[config.mk]
export PLATFORM = sky130hd
export DESIGN_NAME = unified_mem_arbiter
export DESIGN_NICKNAME = d
export VERILOG_FILES = /design/src/rtl/unified_mem_arbiter_pkg.sv /design/src/rtl/unified_mem_arbiter_mem_lat_counter.sv /design/src/rtl/unified_mem_arbiter.sv
export SDC_FILE = /design/constraint.sdc
export NUM_CORES = 1
export LEC_CHECK = 0
export CAP_MARGIN = 20
export CORE_ASPECT_RATIO = 1.75
export CORE_MARGIN = 4
export CORE_UTILIZATION = 35
export DETAILED_ROUTE_END_ITERATION = 8
export GPL_TIMING_DRIVEN = 0
export HOLD_SLACK_MARGIN = 0.02
export PLACE_DENSITY_LB_ADDON = 0.2
export SYNTH_ARGS = -nofsm -noshare
export SYNTH_HDL_FRONTEND = slang
export SYNTH_SLANG_ARGS = --single-unit
[constraint.sdc]
create_clock -name clk_i -period 15.3 [get_ports clk_i]
set_clock_uncertainty 0.15 [all_clocks]
set_input_delay 3.06 -clock clk_i [delete_from_list [all_inputs] [get_ports clk_i]]
set_output_delay 3.06 -clock clk_i [all_outputs]
set_load 0.05 [all_outputs]
[src/rtl/unified_mem_arbiter_pkg.sv]
// rtl/unified_mem_arbiter_pkg.sv - shared types and constants for the unified memory arbiter
// Purpose: sequencer state enum, port-owner enum and the word funct3 used for fetches.
// Ports: none (package).
package unified_mem_arbiter_pkg;

  typedef enum logic [1:0] {
    ST_IDLE,
    ST_ISSUE,
    ST_WAIT,
    ST_RESP
  } arb_state_e;

  typedef enum logic {
    OWN_FETCH,
    OWN_DATA
  } owner_e;

  // Instruction fetches are always full 32-bit words.
  localparam logic [2:0] FUNCT3_WORD = 3'b010;

endpackage

[src/rtl/unified_mem_arbiter_mem_lat_counter.sv]
// rtl/unified_mem_arbiter_mem_lat_counter.sv - loadable 3-bit down-counter timing the memory latency
// Purpose: loaded with LAT-1 while the command is issued, counts down while waiting for read data.
// Ports: clk_i, rst_i (async, active-high), load_i/load_val_i (load), dec_i (decrement), zero_o (count is 0).
module mem_lat_counter (
  input  logic       clk_i,
  input  logic       rst_i,
  input  logic       load_i,
  input  logic [2:0] load_val_i,
  input  logic       dec_i,
  output logic       zero_o
);

  logic [2:0] cnt_q;
  logic [2:0] cnt_d;

  always_comb begin
    cnt_d = cnt_q;
    if (load_i) begin
      cnt_d = load_val_i;
    end else if (dec_i && (cnt_q != 3'd0)) begin
      cnt_d = cnt_q - 3'd1;
    end
  end

  always_ff @(posedge clk_i or posedge rst_i) begin
    if (rst_i) begin
      cnt_q <= 3'd0;
    end else begin
      cnt_q <= cnt_d;
    end
  end

  assign zero_o = (cnt_q == 3'd0);

endmodule

[src/rtl/unified_mem_arbiter.sv]
// rtl/unified_mem_arbiter.sv - arbiter/sequencer for the shared RV32 instruction/data memory port
// Purpose: grants the single memory port to IF fetches or MEM loads/stores, issues one registered
//   command, waits LAT cycles, returns registered read data with a one-cycle ack.
// Ports: clk_i, rst_i (async, active-high);
//   if_req_i/if_addr_i -> if_ack_o/if_rdata_o/if_stall_o (fetch side);
//   d_req_i/d_we_i/d_func_i/d_addr_i/d_wdata_i -> d_ack_o/d_rdata_o/d_stall_o (data side);
//   m_en_o/m_we_o/m_func_o/m_addr_o/m_wdata_o -> memory, m_rdata_i <- memory.
module unified_mem_arbiter
  import unified_mem_arbiter_pkg::*;
#(
  parameter int AW         = 32,
  parameter int DW         = 32,
  parameter int LAT        = 1,
  parameter int STARVE_MAX = 4
) (
  input  logic          clk_i,
  input  logic          rst_i,
  input  logic          if_req_i,
  input  logic [AW-1:0] if_addr_i,
  output logic          if_ack_o,
  output logic [DW-1:0] if_rdata_o,
  output logic          if_stall_o,
  input  logic          d_req_i,
  input  logic          d_we_i,
  input  logic [2:0]    d_func_i,
  input  logic [AW-1:0] d_addr_i,
  input  logic [DW-1:0] d_wdata_i,
  output logic          d_ack_o,
  output logic [DW-1:0] d_rdata_o,
  output logic          d_stall_o,
  output logic          m_en_o,
  output logic          m_we_o,
  output logic [2:0]    m_func_o,
  output logic [AW-1:0] m_addr_o,
  output logic [DW-1:0] m_wdata_o,
  input  logic [DW-1:0] m_rdata_i
);

  localparam logic [2:0] LAT_LOAD   = 3'(LAT - 1);
  localparam logic [3:0] STARVE_LIM = 4'(STARVE_MAX);

  arb_state_e    state_q;
  owner_e        owner_q;
  logic [3:0]    starve_q, starve_d;
  logic          m_en_q, m_we_q;
  logic [2:0]    m_func_q;
  logic [AW-1:0] m_addr_q;
  logic [DW-1:0] m_wdata_q;
  logic          if_ack_q, d_ack_q;
  logic [DW-1:0] if_rdata_q, d_rdata_q;

  logic arb_en, if_elig, d_elig, grant_if, grant_d, lat_zero;

  // In RESP the owner is still holding its request for the access being acked,
  // so it is masked to avoid issuing that access a second time.
  always_comb begin
    arb_en   = (state_q == ST_IDLE) || (state_q == ST_RESP);
    if_elig  = if_req_i && !((state_q == ST_RESP) && (owner_q == OWN_FETCH));
    d_elig   = d_req_i && !((state_q == ST_RESP) && (owner_q == OWN_DATA));
    grant_if = arb_en && if_elig && (!d_elig || (starve_q == STARVE_LIM));
    grant_d  = arb_en && d_elig && !grant_if;

    starve_d = starve_q;
    if (grant_if) begin
      starve_d = 4'd0;
    end else if (grant_d && if_req_i && (starve_q != STARVE_LIM)) begin
      starve_d = starve_q + 4'd1;
    end
  end

  mem_lat_counter u_lat_cnt (
    .clk_i      (clk_i),
    .rst_i      (rst_i),
    .load_i     (state_q == ST_ISSUE),
    .load_val_i (LAT_LOAD),
    .dec_i      (state_q == ST_WAIT),
    .zero_o     (lat_zero)
  );

  always_ff @(posedge clk_i or posedge rst_i) begin
    if (rst_i) begin
      state_q    <= ST_IDLE;
      owner_q    <= OWN_FETCH;
      starve_q   <= 4'd0;
      m_en_q     <= 1'b0;
      m_we_q     <= 1'b0;
      m_func_q   <= 3'd0;
      m_addr_q   <= '0;
      m_wdata_q  <= '0;
      if_ack_q   <= 1'b0;
      d_ack_q    <= 1'b0;
      if_rdata_q <= '0;
      d_rdata_q  <= '0;
    end else begin
      m_en_q   <= 1'b0;
      if_ack_q <= 1'b0;
      d_ack_q  <= 1'b0;
      starve_q <= starve_d;
      unique case (state_q)
        ST_IDLE, ST_RESP: begin
          if (grant_if) begin
            owner_q   <= OWN_FETCH;
            m_we_q    <= 1'b0;
            m_func_q  <= FUNCT3_WORD;
            m_addr_q  <= if_addr_i;
            m_wdata_q <= '0;
            m_en_q    <= 1'b1;
            state_q   <= ST_ISSUE;
          end else if (grant_d) begin
            owner_q   <= OWN_DATA;
            m_we_q    <= d_we_i;
            m_func_q  <= d_func_i;
            m_addr_q  <= d_addr_i;
            m_wdata_q <= d_wdata_i;
            m_en_q    <= 1'b1;
            state_q   <= ST_ISSUE;
          end else begin
            state_q <= ST_IDLE;
          end
        end
        ST_ISSUE: begin
          state_q <= ST_WAIT;
        end
        ST_WAIT: begin
          if (lat_zero) begin
            state_q <= ST_RESP;
            if (owner_q == OWN_FETCH) begin
              if_rdata_q <= m_rdata_i;
              if_ack_q   <= 1'b1;
            end else begin
              if (!m_we_q) begin
                d_rdata_q <= m_rdata_i;
              end
              d_ack_q <= 1'b1;
            end
          end
        end
        default: begin
          state_q <= ST_IDLE;
        end
      endcase
    end
  end

  assign m_en_o     = m_en_q;
  assign m_we_o     = m_we_q;
  assign m_func_o   = m_func_q;
  assign m_addr_o   = m_addr_q;
  assign m_wdata_o  = m_wdata_q;
  assign if_ack_o   = if_ack_q;
  assign d_ack_o    = d_ack_q;
  assign if_rdata_o = if_rdata_q;
  assign d_rdata_o  = d_rdata_q;
  assign if_stall_o = if_req_i & ~if_ack_q;
  assign d_stall_o  = d_req_i & ~d_ack_q;

endmodule

After elaboration in Yosys (flattened, before gate mapping). Index checks and enable logic that the tools add are counted.

Register bits after elaboration: 145. Bits in latches: 0. Memory bits (writable): 0. Memory bits (read-only): 0. Output and inout port bits: 137. Memories: 0.

Add/sub/neg operators: 2. Multipliers: 0. Div/mod/pow operators: 0. $lt $le $gt $ge: 0. Equal/unequal tests: 6. Shift-type cells: 0. Muxes and demuxes: 27. Bitwise logic cells: 6. Reduce and logical (&&, ||, !) cells: 27.

Operator list (number): $mux 32 (4); $mux 1 (15); $mux 3 (4); $logic_and 1x1->1 (11); $mux 4 (2); $pmux 2 s3 (1); $reduce_bool 2->1 (3); $add 4x1->4 const B (1); $eq 2x2->1 const B (2); $eq 4x3->1 const B (1); $logic_not 1->1 (4); $ne 4x3->1 const B (1); $not 1->1 (4); $reduce_and 4->1 (1); $logic_not 3->1 (1); $reduce_and 3->1 (1); $reduce_bool 3->1 (1); $sub 3x1->3 const B (1); $and 1x1->1 (2); $eq 2x1->1 const B (1); $logic_not 2->1 (1); $logic_or 1x1->1 (2); $mux 2 (1); $ne 2x2->1 const B (1); 2 further kinds (2).

Logic depth before layout (Yosys ltp).
Word-level depth: 13. Depth in mapped cells: 9. Gate-level depth less buffers: 6.

Cells and area by module. Synthesis repeated with hierarchy kept, for this count alone.

Cells, all modules: 477. Area, all modules: 6100.9 µm².

By module, submodules not included: unified_mem_arbiter (times used 1, cells an instance 457, area each 5906.9 µm², seq. area each 3553.4 µm²); mem_lat_counter (times used 1, cells an instance 20, area each 193.9 µm², seq. area each 75.1 µm²).

Worst setup path before layout. No wires, ideal clock.

Kind: input to output. Start point: input port d_req_i. End point: output port d_stall_o. Data arrival time: 3767 ps. Setup slack: 8323 ps. Stages on the path: 1. Path buffers: 0. Cells stage by stage: nor2b_1.

Word-level cells in the longest chain between the ends: 1.

RTL lines: from (decl) (RTL line unified_mem_arbiter.sv:23) `input logic d_req_i,`; $and 1x1->1 (RTL line unified_mem_arbiter.sv:155) `assign d_stall_o = d_req_i & ~d_ack_q;`; to (decl) (RTL line unified_mem_arbiter.sv:30) `output logic d_stall_o,`.

No other way between the ends.

Worst setup path in the final report.
Start point: input port if_req_i. End point: output port if_stall_o.

Word-level cells in the longest chain between the ends: 1.

RTL lines: from (decl) (RTL line unified_mem_arbiter.sv:18) `input logic if_req_i,`; $and 1x1->1 (RTL line unified_mem_arbiter.sv:154) `assign if_stall_o = if_req_i & ~if_ack_q;`; to (decl) (RTL line unified_mem_arbiter.sv:22) `output logic if_stall_o,`.

No other way between the ends.

==> results.json <==
{
  "status": "finished clean",
  "vias": 4792,
  "die_y_um": 180.5,
  "arrival_ps": 4650,
  "rsz0062_at_grt": "false",
  "track_usage_pct": 18.27,
  "min_path_type": "flip-flop to flip-flop",
  "io_buffers": 272,
  "syn_inst": 473,
  "crit_fanout": 4,
  "antenna_cells": 0,
  "post_drt_via_cell_ratio": 4.782,
  "worstMarginPinSlew_ps": 570.7,
  "fmax_mhz": 127.2,
  "critical_path.top_delay_family": "buffers and inverters",
  "crit_path_start_kind": "input port",
  "cp_slowest_cell": "clkdlybuf4s50_1",
  "cts_tree": "built",
  "fin_crit_ps": 7862,
  "clk_pin_slew_ps": 60,
  "htree_levels": 4,
  "cpMostUsedCell": "clkdlybuf4s50_1",
  "die-area_sq_um": 19240,
  "dp_hpwl_mm": 13.64,
  "start_util_pct": 36.02,
  "synth_warnings": 0,
  "firstDrtPassIters": 4,
  "cts_buffers": 17,
  "synth_edf_count": 0,
  "drv_cap": 0,
  "root_buffer": "clkbuf_16",
  "drive_gt1_share_pct": 15.94,
  "nets": 908,
  "antenna_found_initial": 0,
  "postLayoutCoreUtil_pct": 57.72,
  "fp.dieW_um": 106.6,
  "core_sq_um": 16520,
  "grt_pass1_vias": 5239,
  "multi_input_area_sq_um": 2107,
  "ys_seq_area_share_pct": 60.96,
  "final.fill_count": 1434,
  "synth_flop_cell": "dfrtp_1",
  "initialDrtViolationCount": 128,
  "ant_nets": 0,
  "end_kind": "primary output",
  "grt-ovfl-total": 0,
  "critPathKind": "input port to primary output",
  "path_buf_inv": 2,
  "drt_wl_total_mm": 17.53,
  "syn_avg_cell_area_sq_um": 12.58,
  "grt_max_degree": 90,
  "ys_types": 37,
  "cts_resized": 0,
  "crit_chain": "clkdlybuf4s50_1 -> nor2b_1 -> clkdlybuf4s50_1",
  "seqCellArea_sq_um": 3628,
  "ctsHoldBuffers": 0,
  "drc": 0,
  "cp.required_ps": 12090,
  "gp_congestion": 0.7772,
  "fin_crit_sh_pct": 51.39,
  "postSynth.asyncResetShare_pct": 100.0,
  "io_pins": 273,
  "grt_pass1_wl_mm": 27.95,
  "cts_setup_buffers": 0,
  "syn_nets": 616,
  "cts.path.max_buffers": 2,
  "clk_latency_ps": 410,
  "fin_setup_tns_ps": 0,
  "setup-violations-final": 0,
  "synthToLayoutAreaGrowth_pct": 60.25,
  "syn_area_sq_um": 5952,
  "ys_ff_latch": 145,
  "max_stage_delay_ps": 810,
  "drv_slew": 0,
  "clock-sinks": 145,
  "relSlewSlack_pct": 61.83,
  "wl_per_cell_um": 17.50,
  "hold_violations": 0,
  "rows": 62
}
[cell usage in the layout (no fill, tap or decap), types with 2 or more instances in the layout]
cell type / synthesis / layout
a21o_1: 32 / 32
a21oi_1: 2 / 2
a22o_1: 32 / 32
a311o_1: 2 / 2
and3_1: 3 / 3
buf_2: 14 / 14
buf_4: 8 / 8
buf_6: 4 / 4
clkbuf_1: 3 / 4
clkbuf_16: 0 / 17
clkdlybuf4s50_1: 0 / 272
clkinv_4: 0 / 2
clkinvlp_4: 0 / 5
dfrtp_1: 145 / 145
ha_1: 7 / 7
inv_1: 8 / 7
inv_6: 0 / 6
inv_8: 0 / 2
mux2_1: 7 / 7
mux2_2: 58 / 58
nand2_1: 80 / 80
nor2_1: 5 / 5
nor2b_1: 5 / 5
nor3_1: 3 / 3
o21ai_0: 33 / 33
o21ai_1: 5 / 5
[state kept, by name (all words and copies together), names as in the netlist]
name and flops:
d_ack_o 1, d_rdata_o 32, if_ack_o 1, if_rdata_o 32, m_addr_o 32, m_en_o 1, m_func_o 3, m_wdata_o 32
m_we_o 1, owner_q 1, starve_q 4, state_q 2, u_lat_cnt.cnt_q 3
[metal layers]
metal	vias up	global-route usage, %	wire length (um)
li1	2234	-	-
met5	-	0	0
met1	2313	19.13	6253
met2	222	33.04	9221
met3	23	7.063	1675
met4	0	5.940	382
[final timing paths]
path | start | to | slack (ps) | depth (start not counted)
worst min register to register | m_wdata_o[1] | m_wdata_o[1] | 330 | 2
max in group asynchronous | rst_i | if_rdata_o[23] | 11240 | 3
worst max register to register | u_lat_cnt.cnt_q[0] | d_rdata_o[16] | 13040 | 8
worst max-delay path | if_req_i | if_stall_o | 7440 | 3
worst min-delay path | m_wdata_o[1] | m_wdata_o[1] | 330 | 2
min in group asynchronous | rst_i | d_rdata_o[5] | 2930 | 2
[area by class of cell]
type                    instances  share of cell area (%)
plain buffers                  29                   1.955
clock buffers                  18                   4.500
clock inverters                14                   1.272
inverters                       8                  0.3673
multi-input cells             291                   22.09
flip-flops and latches        145                   38.04
well taps                     224                   2.938
repair buffers                273                   28.83
[worst min-delay path, cell delays in order (launching register included)]
cell     delay (ps)
dfrtp_1         340
nand2_1          40
o21ai_0          60
[cell families (layout without fill, tap and decap cells)]
| logic type | after synthesis | after routing | share of synthesized area (%) |
|---|---|---|---|
| buffers and inverters | 37 | 342 | 3.637 |
| multiplexers | 65 | 65 | 12.30 |
| XOR/XNOR | 1 | 1 | 0.1472 |
| AND/OR/NAND/NOR | 103 | 103 | 7.358 |
| adder cells (fa/ha/maj) | 7 | 7 | 1.471 |
| AO/OA/AOI/OAI | 115 | 115 | 14.13 |
| flip-flops | 145 | 145 | 60.96 |
[through the flow]
stage               area (sq um)  hold WS [ps]  setup slack, ps  std cells
finish                      9538         330.5             7438       1002
global route                9538         356.8             7391       1002
CTS                         9538         334.0             7423       1002
detailed placement          8987         319.4             7427        970
global placement            8955         310.9             6239        969
floorplan                   5952         350.0             8195        473
[cells in the mapped netlist (2+ instances only)]
cell type  number  area share (%)
a21o_1         32             4.0
a21oi_1         2            0.17
a22o_1         32             4.7
a311o_1         2            0.34
and3_1          3            0.32
buf_2          14             1.2
buf_4           8             1.0
buf_6           4            0.76
clkbuf_1        3            0.19
dfrtp_1       145              61
ha_1            7             1.5
inv_1           8            0.50
mux2_1          7             1.3
mux2_2         58              11
nand2_1        80             5.0
nor2_1          5            0.32
nor2b_1         5            0.53
nor3_1          3            0.25
o21ai_0        33             2.8
o21ai_1         5            0.42
Power is not shown: default switching activity piles up to over one toggle a cycle in this logic, so the estimate is an artifact.
